`config.mk`:
```
export PLATFORM = sky130hd
export DESIGN_NAME = ds_link_ctrl
export DESIGN_NICKNAME = d
export VERILOG_FILES = /design/src/rtl/ds_link_ctrl.sv
export SDC_FILE = /design/constraint.sdc
export NUM_CORES = 1
export LEC_CHECK = 0
export CAP_MARGIN = 10
export CORE_MARGIN = 3
export CORE_UTILIZATION = 29
export CTS_CLUSTER_DIAMETER = 30
export CTS_CLUSTER_SIZE = 8
export DETAILED_ROUTE_END_ITERATION = 7
export HOLD_SLACK_MARGIN = 0.05
export PLACE_DENSITY = 0.54
export SETUP_SLACK_MARGIN = 0.15
export SYNTH_ARGS = -nofsm -noshare
export SYNTH_HDL_FRONTEND = slang
export SYNTH_SLANG_ARGS = --single-unit
export TNS_END_PERCENT = 100
```
`constraint.sdc`:
```
create_clock -name clk -period 2.9 [get_ports clk]
set_input_delay 0.58 -clock clk [delete_from_list [all_inputs] [get_ports clk]]
set_output_delay 0.58 -clock clk [all_outputs]
set_load 0.01 [all_outputs]
```
`src/rtl/ds_link_ctrl.sv`:
```
// ds_link_ctrl: link-state controller and transmit-slot scheduler for one
// IEEE 1355 data-strobe port. Sequences ERR_RESET -> ERR_WAIT -> READY ->
// STARTED -> CONNECTING -> RUN, drives receiver reset / transmitter enable,
// arbitrates each character slot (FCT > DATA > NULL) and drops the link
// back to ERR_RESET on any fault.
// Build option: define DS_AUTOSTART_EN to let a received NULL start the
// link from READY (with link_en high) in addition to link_start.
module ds_link_ctrl #(
  parameter int T_RESET_CYC = 640,
  parameter int T_WAIT_CYC  = 1280,
  parameter int T_START_CYC = 1280,
  parameter int DISC_CYC    = 85,
  parameter int CNT_W       = 12
) (
  input  logic       clk,
  input  logic       rst_n,
  input  logic       link_en,
  input  logic       link_start,
  input  logic       rx_toggle,
  input  logic       rx_null_seen,
  input  logic       rx_fct_seen,
  input  logic       rx_char_seen,
  input  logic       rx_err,
  input  logic       tx_ready,
  input  logic       fct_req,
  input  logic       data_req,
  output logic       rx_rst_n,
  output logic       tx_en,
  output logic       tx_load,
  output logic [1:0] tx_kind,
  output logic       fct_gnt,
  output logic       data_gnt,
  output logic       link_run,
  output logic [2:0] state,
  output logic [7:0] err_count
);

  typedef enum logic [2:0] {
    ERR_RESET  = 3'd0,
    ERR_WAIT   = 3'd1,
    READY      = 3'd2,
    STARTED    = 3'd3,
    CONNECTING = 3'd4,
    RUN        = 3'd5
  } state_t;

  localparam logic [1:0] KIND_NONE = 2'b00;
  localparam logic [1:0] KIND_NULL = 2'b01;
  localparam logic [1:0] KIND_FCT  = 2'b10;
  localparam logic [1:0] KIND_DATA = 2'b11;

  // Terminal timer values: the state is left on the cycle the timer shows N-1,
  // so the state lasts exactly N cycles.
  localparam logic [CNT_W-1:0] RESET_END = CNT_W'(T_RESET_CYC - 1);
  localparam logic [CNT_W-1:0] WAIT_END  = CNT_W'(T_WAIT_CYC - 1);
  localparam logic [CNT_W-1:0] START_END = CNT_W'(T_START_CYC - 1);
  localparam logic [CNT_W-1:0] DISC_LAST = CNT_W'(DISC_CYC - 1);
  localparam logic [CNT_W-1:0] CNT_MAX   = {CNT_W{1'b1}};

  state_t           cur_state;
  state_t           next_state;
  logic [CNT_W-1:0] timer;
  logic [CNT_W-1:0] disc_cnt;
  logic             disc_armed;
  logic             disconnect;
  logic             count_err;
  logic             start_req;
  logic             state_exit;
  logic             in_tx_state;
  logic             load_ok;
  logic [1:0]       sel_kind;

  function automatic logic [7:0] sat_inc8(input logic [7:0] v);
    return (v == 8'hFF) ? v : v + 8'd1;
  endfunction

`ifdef DS_AUTOSTART_EN
  assign start_req = link_en && (link_start || rx_null_seen);
`else
  assign start_req = link_en && link_start;
`endif

  // disc_cnt holds the number of silent cycles already elapsed; the current
  // cycle being silent too completes DISC_CYC cycles without activity.
  assign disconnect  = disc_armed && !rx_toggle && (disc_cnt >= DISC_LAST);

  assign in_tx_state = (cur_state == STARTED) || (cur_state == CONNECTING) ||
                       (cur_state == RUN);
  assign state_exit  = (next_state != cur_state);
  assign load_ok     = in_tx_state && tx_ready && !tx_load && !state_exit;

  assign state    = cur_state;
  assign rx_rst_n = (cur_state != ERR_RESET);
  assign tx_en    = in_tx_state;
  assign link_run = (cur_state == RUN);

  // State register.
  always_ff @(posedge clk or negedge rst_n) begin
    if (!rst_n) cur_state <= ERR_RESET;
    else        cur_state <= next_state;
  end

  // Next-state decode; counted faults are checked before forward moves so an
  // error always wins, and link_en=0 drops the link without being counted.
  always_comb begin
    next_state = cur_state;
    count_err  = 1'b0;
    case (cur_state)
      ERR_RESET: begin
        if (timer == RESET_END) next_state = ERR_WAIT;
      end
      ERR_WAIT, READY: begin
        if (rx_err || rx_fct_seen || rx_char_seen || disconnect) begin
          next_state = ERR_RESET;
          count_err  = 1'b1;
        end else if (cur_state == ERR_WAIT) begin
          if (timer == WAIT_END) next_state = READY;
        end else if (start_req) begin
          next_state = STARTED;
        end
      end
      STARTED: begin
        if (rx_err || disconnect || (timer == START_END)) begin
          next_state = ERR_RESET;
          count_err  = 1'b1;
        end else if (!link_en) begin
          next_state = ERR_RESET;
        end else if (rx_null_seen) begin
          next_state = CONNECTING;
        end
      end
      CONNECTING: begin
        if (rx_err || disconnect || rx_char_seen || (timer == START_END)) begin
          next_state = ERR_RESET;
          count_err  = 1'b1;
        end else if (!link_en) begin
          next_state = ERR_RESET;
        end else if (rx_fct_seen) begin
          next_state = RUN;
        end
      end
      RUN: begin
        if (rx_err || disconnect) begin
          next_state = ERR_RESET;
          count_err  = 1'b1;
        end else if (!link_en) begin
          next_state = ERR_RESET;
        end
      end
      default: next_state = ERR_RESET;
    endcase
  end

  // Shared state timer: restarts on every state change, saturates at all-ones.
  always_ff @(posedge clk or negedge rst_n) begin
    if (!rst_n)             timer <= '0;
    else if (state_exit)    timer <= '0;
    else if (timer != CNT_MAX) timer <= timer + 1'b1;
  end

  // Disconnect watchdog: armed by the first receive edge outside ERR_RESET.
  always_ff @(posedge clk or negedge rst_n) begin
    if (!rst_n) begin
      disc_armed <= 1'b0;
      disc_cnt   <= '0;
    end else if (cur_state == ERR_RESET) begin
      disc_armed <= 1'b0;
      disc_cnt   <= '0;
    end else if (rx_toggle) begin
      disc_armed <= 1'b1;
      disc_cnt   <= '0;
    end else if (disc_armed && (disc_cnt != DISC_LAST)) begin
      disc_cnt <= disc_cnt + 1'b1;
    end
  end

  // Saturating count of fault exits into ERR_RESET.
  always_ff @(posedge clk or negedge rst_n) begin
    if (!rst_n)         err_count <= 8'd0;
    else if (count_err) err_count <= sat_inc8(err_count);
  end

  // Slot arbitration: FCT only once connecting, DATA only in RUN, else NULL.
  always_comb begin
    sel_kind = KIND_NULL;
    if (fct_req && ((cur_state == CONNECTING) || (cur_state == RUN)))
      sel_kind = KIND_FCT;
    else if (data_req && (cur_state == RUN))
      sel_kind = KIND_DATA;
  end

  // Registered load strobe and grants; tx_kind is held between loads and
  // cleared whenever a transmitting state is left.
  always_ff @(posedge clk or negedge rst_n) begin
    if (!rst_n) begin
      tx_load  <= 1'b0;
      tx_kind  <= KIND_NONE;
      fct_gnt  <= 1'b0;
      data_gnt <= 1'b0;
    end else begin
      tx_load  <= load_ok;
      fct_gnt  <= 1'b0;
      data_gnt <= 1'b0;
      if (state_exit && in_tx_state) begin
        tx_kind <= KIND_NONE;
      end else if (load_ok) begin
        tx_kind  <= sel_kind;
        fct_gnt  <= (sel_kind == KIND_FCT);
        data_gnt <= (sel_kind == KIND_DATA);
      end
    end
  end

endmodule
```
==> results.cfg <==
[drt]
totalWireLength_um = 5090
drt_iter0_drc = 93
vias_per_cell = 4.93
drt-wirelength-per-cell_um = 13.2
firstDrtPassIters = 4
vias = 1902
drc = 0
final_antenna_net_count = 0

[final_layout]
syn2layout_area_growth_pct = 24.2
fin_util_pct = 38.4
drive_gt1_share_pct = 10.1
antenna_cells = 0
nets = 302

[die]
die_area_mm2 = 0.00910
coreArea_mm2 = 0.00749
die_h_um = 95.4
fp.dieW_um = 95.4
io_pins = 31
row_count = 31
start_util_pct = 31.0

[place]
hpwl_um = 3690
place_congestion = 0.793
io_buffer_count = 30

[critical_path]
cp_top_family = buffers and inverters
worstPathMaxFanout = 9
path_cells = buf_4, nand2_1, o21ai_0, clkdlybuf4s50_1
crit_required_ps = 2320
endpoint_kind = primary output
worst_path_largest_cell_delay_ps = 620
cp_data_arrival_time_ps = 2050
crit_slowest_cell = clkdlybuf4s50_1
startpoint_type = register
cp_num_buf_inv = 2
crit_type = register to primary output

[timing]
fin_setup_tns_ps = 0
relSlewSlack_pct = 36.8
layout_worst_path_cycle_share_pct = 90.8
clock_skew_ps = 7.02
drv_slew = 0
setup_viol = 0
rsz0062_at_grt = true
hold_viol_final = 0
max_freq_mhz = 380
min_period_ps = 2630
tightestPinTransition_ps = 948

[synthesis]
synth.area.top_cells = dfrtp_1 44%, xor2_1 7.2%, nor2_1 5.7%
yosysTopAreaCellShare_pct = 44.3
ys_ff_latch = 41
synth_nets = 263
syn_avg_cell_area_um2 = 9.38
yosysWarnings = 0
synth-edff-count = 0
synthCells = 247
async_flop_share_pct = 100
synthFlopType = dfrtp_1
seq_area_frac_synth_pct = 44.3
synth_cell_types = 50
synth_commonest_cells = 41 x dfrtp_1, 35 x nor2_1, 23 x nand2_1
yosysMostFrequentCell = dfrtp_1
syn_area_mm2 = 0.00232
synth_top_area_cell = dfrtp_1

[grt]
met3_usage_pct = 3.16
grtUsageMet2_pct = 19.0
grt_pass1_wl_um = 8460
use_met1_pct = 15.7
grt_pass1_vias = 1811
grt_overflow = 0
grt.total_usage_pct = 11.7
grt_max_degree = 42
antenna_found_initial = 0
grt-busiest-layer = met2

[clock_network]
cts.clk_slew.worst_paths_ps = 80
clock_latency_ps = 290
cts_root_buf = clkbuf_8
clock_sinks = 41
cts_resized = 0
clock_path_buffers = 2
htreeDepth = 2
cts_buffers = 5
cts_tree = built
hold_buffers = 0
cts_setup_buffers = 0

[outcome]
outcome = finished clean

[job]
maxCapViolCount = 0

[power]
ir_drop_v = 0.000298
total_power_uw = 1310
leakagePower_uw = 0.00121
power.density_mw_per_mm2 = 456

[worst_hold_path]
min_path_type = input pin to async pin
==> worst register-to-register path, stage by stage (launching register included) <==
cell and delay, ps:
dfrtp_1 400, ha_2 210, or3b_4 400, o31a_2 370, a221oi_4 290, or3_1 160, o2111ai_2 140, o31ai_1 400
a22o_1 210
==> stage by stage <==
| step | area [um2] | setup WS (ps) | hold WS, ps | instances |
|---|---|---|---|---|
| 2_1_floorplan | 2320 | 286 | 284 | 247 |
| 3_3_place_gp | 2750 | 219 | 485 | 378 |
| 3_5_place_dp | 2750 | 159 | 493 | 378 |
| 4_1_cts | 2870 | 197 | 462 | 386 |
| 5_1_grt | 2880 | 115 | 500 | 386 |
| 6_report | 2880 | 266 | 430 | 386 |
==> power breakdown <==
group | internal (uW) | switching [uW]
sequential | 622 | 62.3
combinational | 73.9 | 71.2
clock | 281 | 201
total | 976 | 335
==> cell usage in the layout (no fill, tap or decap), types with 2 or more instances in the layout <==
cell,Yosys,routed
and3_1,4,4
nand3_1,7,7
nor2b_1,5,5
clkdlybuf4s50_1,0,29
o221ai_1,2,2
nand2_1,23,23
a21oi_1,10,10
and2_1,4,4
nor3_1,13,12
buf_4,2,8
o211ai_1,3,3
inv_1,6,6
clkbuf_8,0,6
ha_1,4,3
o211a_1,2,2
and4_1,3,3
nor2_1,35,35
o22ai_1,2,2
nand2b_1,3,3
mux2i_1,2,2
nand4_1,10,10
o21ai_0,7,7
dfrtp_1,41,41
and3_2,2,2
xor2_1,19,19
xnor2_1,5,5
a22o_1,2,2
or3_1,5,5
==> state kept, by name, indices dropped and copies added, names as in the netlist <==
register and count:
disc_armed 1, tx_load 1, err_count 8, state 3, fct_gnt 1, data_gnt 1, timer 12, tx_kind 2
disc_cnt 12
==> layout make-up <==
class | instances | area [um2]
clock buffer | 7 | 86.3
clock inverter | 1 | 30.0
fill | 768 | 4610
inverter | 6 | 22.5
multi-input combinational | 194 | 1230
sequential | 41 | 1030
tap | 99 | 124
timing repair buffer | 38 | 355
==> layer usage <==
metal	vias to the layer above	wire, um
li1	958	-
met1	912	2470
met2	30	2400
met3	2	205
met4	0	16
met5	-	0
==> worst paths after layout <==
kind | startpoint | endpoint | slack, ps | cells after the start
worst max-delay path | state[0] | tx_en | 270 | 4
worst min-delay path | rst_n | tx_kind[0] | 430 | 1
worst max register to register | timer[0] | tx_kind[1] | 270 | 8
worst min register to register | err_count[6] | err_count[6] | 510 | 1
max in group asynchronous | rst_n | timer[8] | 1890 | 1
min in group clk | err_count[6] | err_count[6] | 510 | 1
==> logic make-up after synthesis <==
| kind of cell | synth area share, % |
|---|---|
| AOI/OAI and AO/OA | 13.2 |
| xor gates and xnor gates | 9.07 |
| adders and majority gates | 2.16 |
| buffers and inverters | 2.92 |
| DFF | 44.3 |
| muxes | 1.35 |
| and+or+nand+nor | 27.1 |
Note: power is estimated with default switching activity, not from simulation.
